$ cat src/rtl/stream_word_accum_pkg.sv
// rtl/stream_word_accum_pkg.sv - shared types and defaults for the stream word accumulator
// Mode encoding matches the 2-bit mode field driven by the EEPROM controller.
package stream_accum_pkg;

  typedef enum logic [1:0] {
    ACC_SUM  = 2'b00,
    ACC_XOR  = 2'b01,
    ACC_MAX  = 2'b10,
    ACC_HOLD = 2'b11
  } AccMode_t;

  // Same bit order as the controller's output bundle.
  typedef struct packed {
    logic word;
    logic b;
    logic data;
    logic valid;
  } BitPacket_t;

  localparam int DEF_WORD_W = 32;
  localparam int DEF_ACC_W  = 32;
  localparam int DEF_NUM_CH = 4;
  localparam int DEF_READ_W = 4;

endpackage

$ cat src/rtl/stream_word_accum_if.sv
// rtl/stream_word_accum_if.sv - serial bit stream from the EEPROM controller
// The controller drives through master; the accumulator samples through slave.
interface stream_word_accum_if;

  logic IN_data;
  logic IN_valid;
  logic IN_word;

  modport master (output IN_data, output IN_valid, output IN_word);
  modport slave  (input  IN_data, input  IN_valid, input  IN_word);

endinterface

$ cat src/rtl/stream_word_accum_lane.sv
// rtl/stream_word_accum_lane.sv - one accumulator lane with mode combine and sticky carry flag
// Clear has priority over enable so a clear on a commit cycle drops the word.
module accum_lane
  import stream_accum_pkg::*;
#(
  parameter int ACC_W  = DEF_ACC_W,
  parameter int WORD_W = DEF_WORD_W
) (
  input  logic              clk,
  input  logic              rst,
  input  logic              en_i,
  input  logic              clear_i,
  input  AccMode_t          mode_i,
  input  logic [WORD_W-1:0] word_i,
  output logic [ACC_W-1:0]  acc_o,
  output logic              ovf_o
);

  logic [ACC_W-1:0] acc_q, acc_d;
  logic             ovf_q, ovf_d;
  logic [ACC_W-1:0] word_ext;
  logic [ACC_W:0]   sum_ext;

  assign word_ext = ACC_W'(word_i);
  assign sum_ext  = {1'b0, acc_q} + {1'b0, word_ext};

  always_comb begin
    acc_d = acc_q;
    ovf_d = ovf_q;
    if (clear_i) begin
      acc_d = '0;
      ovf_d = 1'b0;
    end else if (en_i) begin
      case (mode_i)
        ACC_SUM: begin
          acc_d = sum_ext[ACC_W-1:0];
          ovf_d = ovf_q | sum_ext[ACC_W];
        end
        ACC_XOR:  acc_d = acc_q ^ word_ext;
        ACC_MAX:  acc_d = (word_ext > acc_q) ? word_ext : acc_q;
        default:  acc_d = acc_q;
      endcase
    end
  end

  always_ff @(posedge clk or negedge rst) begin
    if (!rst) begin
      acc_q <= '0;
      ovf_q <= 1'b0;
    end else begin
      acc_q <= acc_d;
      ovf_q <= ovf_d;
    end
  end

  assign acc_o = acc_q;
  assign ovf_o = ovf_q;

endmodule

$ cat src/rtl/stream_word_accum.sv
// rtl/stream_word_accum.sv - assembles serial bits into words and accumulates them across lanes
// Holds the shift register, round-robin pointer, word counter and registered readout slice.
module stream_word_accum
  import stream_accum_pkg::*;
#(
  parameter int WORD_W = DEF_WORD_W,
  parameter int ACC_W  = DEF_ACC_W,
  parameter int NUM_CH = DEF_NUM_CH,
  parameter int READ_W = DEF_READ_W,
  localparam int CH_W   = (NUM_CH > 1) ? $clog2(NUM_CH) : 1,
  localparam int NSLICE = ACC_W / READ_W,
  localparam int SEL_W  = (NSLICE > 1) ? $clog2(NSLICE) : 1
) (
  input  logic                      clk,
  input  logic                      rst,
  stream_word_accum_if.slave        bit_if,
  input  AccMode_t                  IN_mode,
  input  logic                      IN_rr,
  input  logic [CH_W-1:0]           IN_ch,
  input  logic                      IN_clear,
  input  logic [CH_W-1:0]           IN_rdCh,
  input  logic [SEL_W-1:0]          IN_rdSel,
  output logic [READ_W-1:0]         OUT_rdata,
  output logic [WORD_W-1:0]         OUT_word,
  output logic                      OUT_wordValid,
  output logic [NUM_CH-1:0]         OUT_ovf,
  output logic [15:0]               OUT_wordCnt
);

  logic [WORD_W-1:0] sr_q, sr_d;
  logic [CH_W-1:0]   ptr_q, ptr_d;
  logic [WORD_W-1:0] word_q, word_d;
  logic              wv_q, wv_d;
  logic [15:0]       cnt_q, cnt_d;
  logic [READ_W-1:0] rd_q, rd_d;

  logic [WORD_W:0]   sr_ext;
  logic [WORD_W-1:0] shifted;
  logic              commit;
  logic [CH_W-1:0]   tgt;
  logic [NUM_CH-1:0] lane_en;
  logic [ACC_W-1:0]  lane_acc [NUM_CH];
  logic [ACC_W-1:0]  lane_sel;

  // Extending by one bit and truncating keeps the shift legal for WORD_W == 1.
  assign sr_ext  = {sr_q, bit_if.IN_data};
  assign shifted = sr_ext[WORD_W-1:0];
  assign commit  = bit_if.IN_valid && bit_if.IN_word && !IN_clear;
  assign tgt     = IN_rr ? ptr_q : IN_ch;

  genvar g;
  generate
    for (g = 0; g < NUM_CH; g++) begin : g_lane
      assign lane_en[g] = commit && (tgt == CH_W'(g));
      accum_lane #(.ACC_W(ACC_W), .WORD_W(WORD_W)) u_lane (
        .clk     (clk),
        .rst     (rst),
        .en_i    (lane_en[g]),
        .clear_i (IN_clear),
        .mode_i  (IN_mode),
        .word_i  (shifted),
        .acc_o   (lane_acc[g]),
        .ovf_o   (OUT_ovf[g])
      );
    end
  endgenerate

  always_comb begin
    sr_d   = sr_q;
    ptr_d  = ptr_q;
    word_d = word_q;
    cnt_d  = cnt_q;
    wv_d   = commit;
    if (IN_clear) begin
      sr_d   = '0;
      ptr_d  = '0;
      word_d = '0;
      cnt_d  = '0;
    end else if (bit_if.IN_valid) begin
      sr_d = bit_if.IN_word ? '0 : shifted;
      if (bit_if.IN_word) begin
        word_d = shifted;
        cnt_d  = cnt_q + 16'd1;
        if (IN_rr)
          ptr_d = (ptr_q == CH_W'(NUM_CH - 1)) ? '0 : ptr_q + 1'b1;
      end
    end
  end

  // Unmatched channel or slice selects fall through to zero.
  always_comb begin
    lane_sel = '0;
    for (int c = 0; c < NUM_CH; c++)
      if (IN_rdCh == CH_W'(c)) lane_sel = lane_acc[c];
    rd_d = '0;
    for (int s = 0; s < NSLICE; s++)
      if (IN_rdSel == SEL_W'(s)) rd_d = lane_sel[s*READ_W +: READ_W];
  end

  always_ff @(posedge clk or negedge rst) begin
    if (!rst) begin
      sr_q   <= '0;
      ptr_q  <= '0;
      word_q <= '0;
      wv_q   <= 1'b0;
      cnt_q  <= '0;
      rd_q   <= '0;
    end else begin
      sr_q   <= sr_d;
      ptr_q  <= ptr_d;
      word_q <= word_d;
      wv_q   <= wv_d;
      cnt_q  <= cnt_d;
      rd_q   <= rd_d;
    end
  end

  assign OUT_rdata     = rd_q;
  assign OUT_word      = word_q;
  assign OUT_wordValid = wv_q;
  assign OUT_wordCnt   = cnt_q;

endmodule
$ cat src/flat_wrapper.sv
// flat-port wrapper written by rule: the top's interface ports become plain ports
module stream_word_accum_flat import stream_accum_pkg::*;
#(
  parameter int WORD_W = DEF_WORD_W,
  parameter int ACC_W  = DEF_ACC_W,
  parameter int NUM_CH = DEF_NUM_CH,
  parameter int READ_W = DEF_READ_W,
  localparam int CH_W   = (NUM_CH > 1) ? $clog2(NUM_CH) : 1,
  localparam int NSLICE = ACC_W / READ_W,
  localparam int SEL_W  = (NSLICE > 1) ? $clog2(NSLICE) : 1
)
  (clk, rst, IN_mode, IN_rr, IN_ch, IN_clear, IN_rdCh, IN_rdSel, OUT_rdata, OUT_word, OUT_wordValid, OUT_ovf, OUT_wordCnt, bit_if_IN_data, bit_if_IN_valid, bit_if_IN_word);
  stream_word_accum_if bit_if_i ();
  input  logic clk;
  input  logic rst;
  input  AccMode_t IN_mode;
  input  logic IN_rr;
  input  logic [CH_W-1:0] IN_ch;
  input  logic IN_clear;
  input  logic [CH_W-1:0] IN_rdCh;
  input  logic [SEL_W-1:0] IN_rdSel;
  output logic [READ_W-1:0] OUT_rdata;
  output logic [WORD_W-1:0] OUT_word;
  output logic OUT_wordValid;
  output logic [NUM_CH-1:0] OUT_ovf;
  output logic [15:0] OUT_wordCnt;
  input wire logic [$bits(bit_if_i.IN_data)-1:0] bit_if_IN_data;
  input wire logic [$bits(bit_if_i.IN_valid)-1:0] bit_if_IN_valid;
  input wire logic [$bits(bit_if_i.IN_word)-1:0] bit_if_IN_word;
  assign bit_if_i.IN_data = bit_if_IN_data;
  assign bit_if_i.IN_valid = bit_if_IN_valid;
  assign bit_if_i.IN_word = bit_if_IN_word;
  stream_word_accum #(.WORD_W(WORD_W), .ACC_W(ACC_W), .NUM_CH(NUM_CH), .READ_W(READ_W)) u_core (.clk(clk), .rst(rst), .bit_if(bit_if_i), .IN_mode(IN_mode), .IN_rr(IN_rr), .IN_ch(IN_ch), .IN_clear(IN_clear), .IN_rdCh(IN_rdCh), .IN_rdSel(IN_rdSel), .OUT_rdata(OUT_rdata), .OUT_word(OUT_word), .OUT_wordValid(OUT_wordValid), .OUT_ovf(OUT_ovf), .OUT_wordCnt(OUT_wordCnt));
endmodule
$ cat config.mk
export PLATFORM = sky130hd
export DESIGN_NAME = stream_word_accum_flat
export DESIGN_NICKNAME = d
export VERILOG_FILES = /design/src/rtl/stream_word_accum_pkg.sv /design/src/rtl/stream_word_accum_if.sv /design/src/rtl/stream_word_accum_lane.sv /design/src/rtl/stream_word_accum.sv /design/src/flat_wrapper.sv
export SDC_FILE = /design/constraint.sdc
export NUM_CORES = 1
export LEC_CHECK = 0
export BUFFER_PORTS_ARGS = -buffer_cell sky130_fd_sc_hd__buf_2
export CAP_MARGIN = 20
export CORE_MARGIN = 3
export CORE_UTILIZATION = 42
export CTS_BUF_LIST = sky130_fd_sc_hd__clkbuf_16
export DETAILED_ROUTE_END_ITERATION = 8
export GPL_ROUTABILITY_DRIVEN = 0
export PLACE_DENSITY = 0.59
export SLEW_MARGIN = 10
export SYNTH_ARGS = -nofsm -noshare
export SYNTH_HDL_FRONTEND = slang
export SYNTH_SLANG_ARGS = --single-unit
$ cat constraint.sdc
create_clock -name clk -period 8.2 [get_ports clk]
set_clock_uncertainty 0.05 [all_clocks]
set_input_delay 0.82 -clock clk [delete_from_list [all_inputs] [get_ports clk]]
set_output_delay 0.82 -clock clk [all_outputs]
set_load 0.01 [all_outputs]
# After elaboration in Yosys (flattened, before gate mapping)
# Cells that the tools add are included.
# op_classes
addsub	6
magnitude_cmp	4
eq_ne	20
n_mux	55
bitwise	8
n_reduce_logical	30
# op_table
operator	n
$mux 32	19
$pmux 32 s3	4
$add 32x32->33	4
$gt 32x32->1	4
$xor 32x32->32	4
$mux 31	3
$mux 16	3
$mux 4	8
$add 16x1->16 const B	1
$reduce_bool 2->1	8
$reduce_and 3->1	5
$eq 2x2->1 const B	6
$eq 3x3->1 const B	4
$mux 1	12
$mux 2	6
$ne 3x3->1 const B	4
$reduce_and 2->1	5
$eq 2x1->1 const B	3
$eq 3x2->1 const B	2
$logic_and 1x1->1	6
$logic_not 2->1	3
$or 1x1->1	4
$reduce_bool 4->1	1
$eq 3x1->1 const B	1
3 further kinds	3
# totals
register_bits	218
in_bits	16
out_inout_bits	57
wordCells	137

# Logic depth before layout (Yosys ltp)
# depth
depth_word	13
depth_mapped	15
mapped_depth_nobuf	12

# Cells and area by module
# From an unflattened synthesis, not the netlist that was laid out.
# unflattened
hier_cells	2784
hier_area_um2	22550.4
# by_module_without_submodules
module	instances	cells_each	area_per_inst_um2	seq_area_each_um2
accum_lane at u_core.g_lane[1].u_lane ...	3	585	4451.8	825.8
accum_lane at u_core.g_lane[0].u_lane	1	614	4702.0	825.8
stream_word_accum	1	415	4493.1	2152.1

# Worst setup path before layout
# Ideal clock, no wire load.
# synth_timing
kind	input port to flip-flop
startpoint	input port bit_if_IN_data
endpoint	register u_core.g_lane[2].u_lane.acc_q[30]
setup_ns	0.065
arrival_ns	3.531
t_required_ns	8.085
slack_ns	4.554
cell_stages	12
n_path_buf	0
cell_sequence	ha_1 fa_1 nor2b_1 o221ai_1 a21oi_1 a21oi_2 a211oi_2 a211o_1 a311o_1 xnor2_1 a2111oi_0 a21o_1
# synth_via
elab_chain_len	4
elab_cells_between_ends	7
classes_between	add/sub: 1; order compare: 1; eq/ne: 1; mux: 3; reduce/logical: 1
# synth_rtl
item	line	text
start, declared	flat_wrapper.sv:27	input wire logic [$bits(bit_if_i.IN_data)-1:0] bit_if_IN_data;
$add 32x32->33	stream_word_accum_lane.sv:25	assign sum_ext = {1'b0, acc_q} + {1'b0, word_ext};
$pmux 32 s3	stream_word_accum_lane.sv:34	case (mode_i)
$mux 32	stream_word_accum_lane.sv:33	end else if (en_i) begin
$mux 32	stream_word_accum_lane.sv:30	if (clear_i) begin
end signal, assigned	stream_word_accum_lane.sv:48	acc_q <= '0;
end signal, assigned	stream_word_accum_lane.sv:51	acc_q <= acc_d;
end, declared	stream_word_accum_lane.sv:19	logic [ACC_W-1:0] acc_q, acc_d;
# Several ways; a longest one is shown, not always the timed one. The select of a mux whose other input is x is not followed.
# A chain may end at the register's enable or synchronous reset.

# Worst setup path after layout
# layout_timing
startpoint	register u_core.sr_q[26]
endpoint	register u_core.g_lane[1].u_lane.acc_q[9]
# layout_via
elab_chain_len	3
# layout_rtl
item	line	text
start, declared	stream_word_accum.sv:30	logic [WORD_W-1:0] sr_q, sr_d;
start signal, assigned	stream_word_accum.sv:109	sr_q <= sr_d;
$gt 32x32->1	stream_word_accum_lane.sv:40	ACC_MAX: acc_d = (word_ext > acc_q) ? word_ext : acc_q;
$ne 3x3->1 (no source line)	n/a	
$reduce_and 3->1 (no source line)	n/a	
end signal, assigned	stream_word_accum_lane.sv:48	
end signal, assigned	stream_word_accum_lane.sv:51	
end, declared	stream_word_accum_lane.sv:19	
# Every way passes these cells.

==> metrics <==
status complete, no violations; number of synthesized flops with an enable pin 0; top cells by area, synth dfrtp_1 26%, ha_1 15%, a21oi_1 6.5%, o21ai_0 5.3%, nand2_1 4.9%; Die Y 231 µm; TritonCTS Buffers 28; Clock transition at path regs 0.07 ns; initial antenna violation count 1; Async S/R FF share, synth 100%; P per Cell Area 156 nW/µm²; io pins 73; Critical Path Source Type flip-flop; setup TNS 0 ns; crit path max-delay cell type nor4_1; crit share post-route 53.1%; crit path time final 4.36 ns; Max VDD drop 143 µV; Vias 20500; Pre-antenna DRT Iters 5; Critical Path Sink Type flip-flop; worst setup path class flip-flop to flip-flop; synth cell count leaders 277 x nand2_1, 276 x a21oi_1, 266 x nor2_1; Setup Fix Bufs, Post-CTS 0; CTS tree done; NumNets Final 2974; register bit total from synthesis 218; first-pass GRT wire length 112000 µm; hold_buf cts 0; Leakage ~11 nW; Clock Path Buffers 3; die area 53200 µm²; RSZ-0062 raised after global routing no; DRC 0; ys flop type dfrtp_1; Syn Area/Cell 7.81 µm²; clk sinks around 220; largest net degree at the start of global routing 102; WHS about 0.26 ns; Antenna Cells 0; Seq/Total Area, Yosys 25.7%; CTS resizes 0; synthesized area 21200 µm²; clk root buf clkbuf_16; Synth cell types 83; worst rel slew slack 20.7%; Max Cap Viol 0; Hold Path Class input port to asynchronous set/reset pin; Worst EP required 8.61 ns; Syn Inst Count 2713; ratio of cells with drive above 1 in the final layout a little under 8%; Post-Syn Nets 2994; Worst Path Buf+Inv 1; mean number of vias per cell just over 6; Worst path most repeated cell nor3_1; Yosys top cell by area dfrtp_1; Detailed Place HPWL 53000 µm; fmax 229 MHz; CP Cell Sequence ha_1 > nand4_1 > nor4_1 > nand2_1 > nor3_1 > nor3_1 > o41ai_4 > buf_4 > mux2_2; vias in the first global route 19600; P&R area growth vs syn 8.77%; Clock Latency Late Sink 0.57 ns; Arr. time, crit path 4.77 ns; synth warn 0; CORE AREA 49400 µm²; Row Count 81; Die W 231 µm; final antenna-violating net count 0; critical-path maximum fanout 40; CP peak stage delay 0.72 ns; actual slew at the worst max-slew pin between 1 and 1.5 ns; most frequent cell after synthesis nand2_1; Routed WL between 70000 and 80000 µm; top-area cell type share of the netlist area 25.7%; CP top delay family simple AND/OR/NAND/NOR gates; wire length per cell 21.3 µm; initial core utilization 42.9%; GRT Residual Overflow 0; Slew Limit Fails 0; H-tree depth 1; initial DRC count 2084; Hold Fails Final Rpt 0; global-route usage over all layers a little over a quarter; setup violators final 0; IO Port Bufs 72
stage by stage:
stage | worst slack, ns | power [mW] | util [%] | area, µm² | instances
after global routing | 3.69 | 3.76 | 46.7 | 23000 | 3378
after CTS | 3.84 | 3.59 | 46.7 | 23000 | 3378
after global placement | 3.58 | 2.21 | 44.7 | 22100 | 3327
final | 3.84 | 3.59 | 46.7 | 23000 | 3378
after floorplan | 4.55 | 1.91 | - | 21200 | 2713
after detailed placement | 3.61 | 2.23 | 44.7 | 22100 | 3327
path summary, 6_finish.rpt:
path,startpoint,endpoint,slack [ns],depth (start not counted)
max reg2reg,u_core.sr_q[26],u_core.g_lane[1].u_lane.acc_o[9],3.84,9
min,rst,u_core.g_lane[0].u_lane.acc_o[0],0.26,1
max in group asynchronous,rst,u_core.sr_q[9],6.36,2
min reg2reg,u_core.g_lane[0].u_lane.acc_o[4],u_core.g_lane[0].u_lane.acc_o[4],0.46,2
min in group clk,u_core.g_lane[0].u_lane.acc_o[4],u_core.g_lane[0].u_lane.acc_o[4],0.46,2
max,u_core.sr_q[26],u_core.g_lane[1].u_lane.acc_o[9],3.84,9
logic make-up after synthesis:
family	count (synthesis)	synth area share (%)
compound gates	895	27.1
xor+xnor	80	3.31
fa+ha+maj	265	15.8
buf+inv	403	7.26
flops	218	25.7
mux	44	3.60
simple gates	808	17.2
final cells by class:
cell class / instances / area (µm²)
tap: 664 / 831
fill: 4795 / 26300
inverter: 256 / 961
timing repair buffer: 97 / 561
clock buffer: 29 / 726
sequential: 218 / 5460
clock inverter: 22 / 258
multi-input combinational: 2092 / 14300
worst register-to-register path: stages, from the launching register on:
cell and delay, ns:
dfrtp_1 0.62, ha_1 0.59, nand4_1 0.27, nor4_1 0.72, nand2_1 0.33, nor3_1 0.53
nor3_1 0.17, o41ai_4 0.10, buf_4 0.44, mux2_2 0.43
registers in the layout, indices dropped and copies added, names as in the netlist:
register	count
u_core.OUT_word	32
u_core.OUT_wordValid	1
u_core.sr_q	31
u_core.g_lane.u_lane.ovf_o	4
u_core.OUT_rdata	4
u_core.g_lane.u_lane.acc_o	128
u_core.ptr_q	2
u_core.OUT_wordCnt	16
report_power, final:
| part | internal [mW] | leakage (nW) | switching [mW] |
|---|---|---|---|
| Clock | 0.825 | 0.493 | 0.533 |
| Sequential | 1.16 | 2.97 | 0.124 |
| Combinational | 0.318 | 7.22 | 0.633 |
| Total | 2.30 | 10.7 | 1.29 |
cells in the final DEF, fill, tap and decap left out, types with 18 or more instances in the layout:
cell type	netlist	final
buf_4	4	26
nor2b_1	30	30
clkbuf_16	0	29
buf_2	3	70
nor3_1	57	57
nand4_1	26	26
nand2_1	277	277
inv_1	256	256
o21bai_1	27	27
xor2_1	20	20
xnor2_1	60	60
o21ai_0	223	222
nor4_1	19	18
ha_1	261	259
dfrtp_1	218	218
a211oi_1	29	29
a21o_1	42	42
mux4_2	25	25
o211ai_1	48	48
nand2b_1	29	29
nand3_1	40	40
o41ai_1	37	37
a22o_1	37	37
nor2_1	266	265
a21oi_1	276	276
o31ai_1	21	21
routing by layer:
| metal | part of all wire [%] | vias up | global-route usage, % | wire length [µm] |
|---|---|---|---|---|
| met1 | 45 | 9834 | 37.8 | 32200 |
| met4 | 3.3 | 0 | 8.54 | 2350 |
| met2 | 44 | 909 | 41.6 | 31800 |
| li1 | - | 9615 | - | - |
| met5 | 0 | - | 0 | 0 |
| met3 | 8.0 | 134 | 3.23 | 5730 |
(Power assumes the default switching activity.)
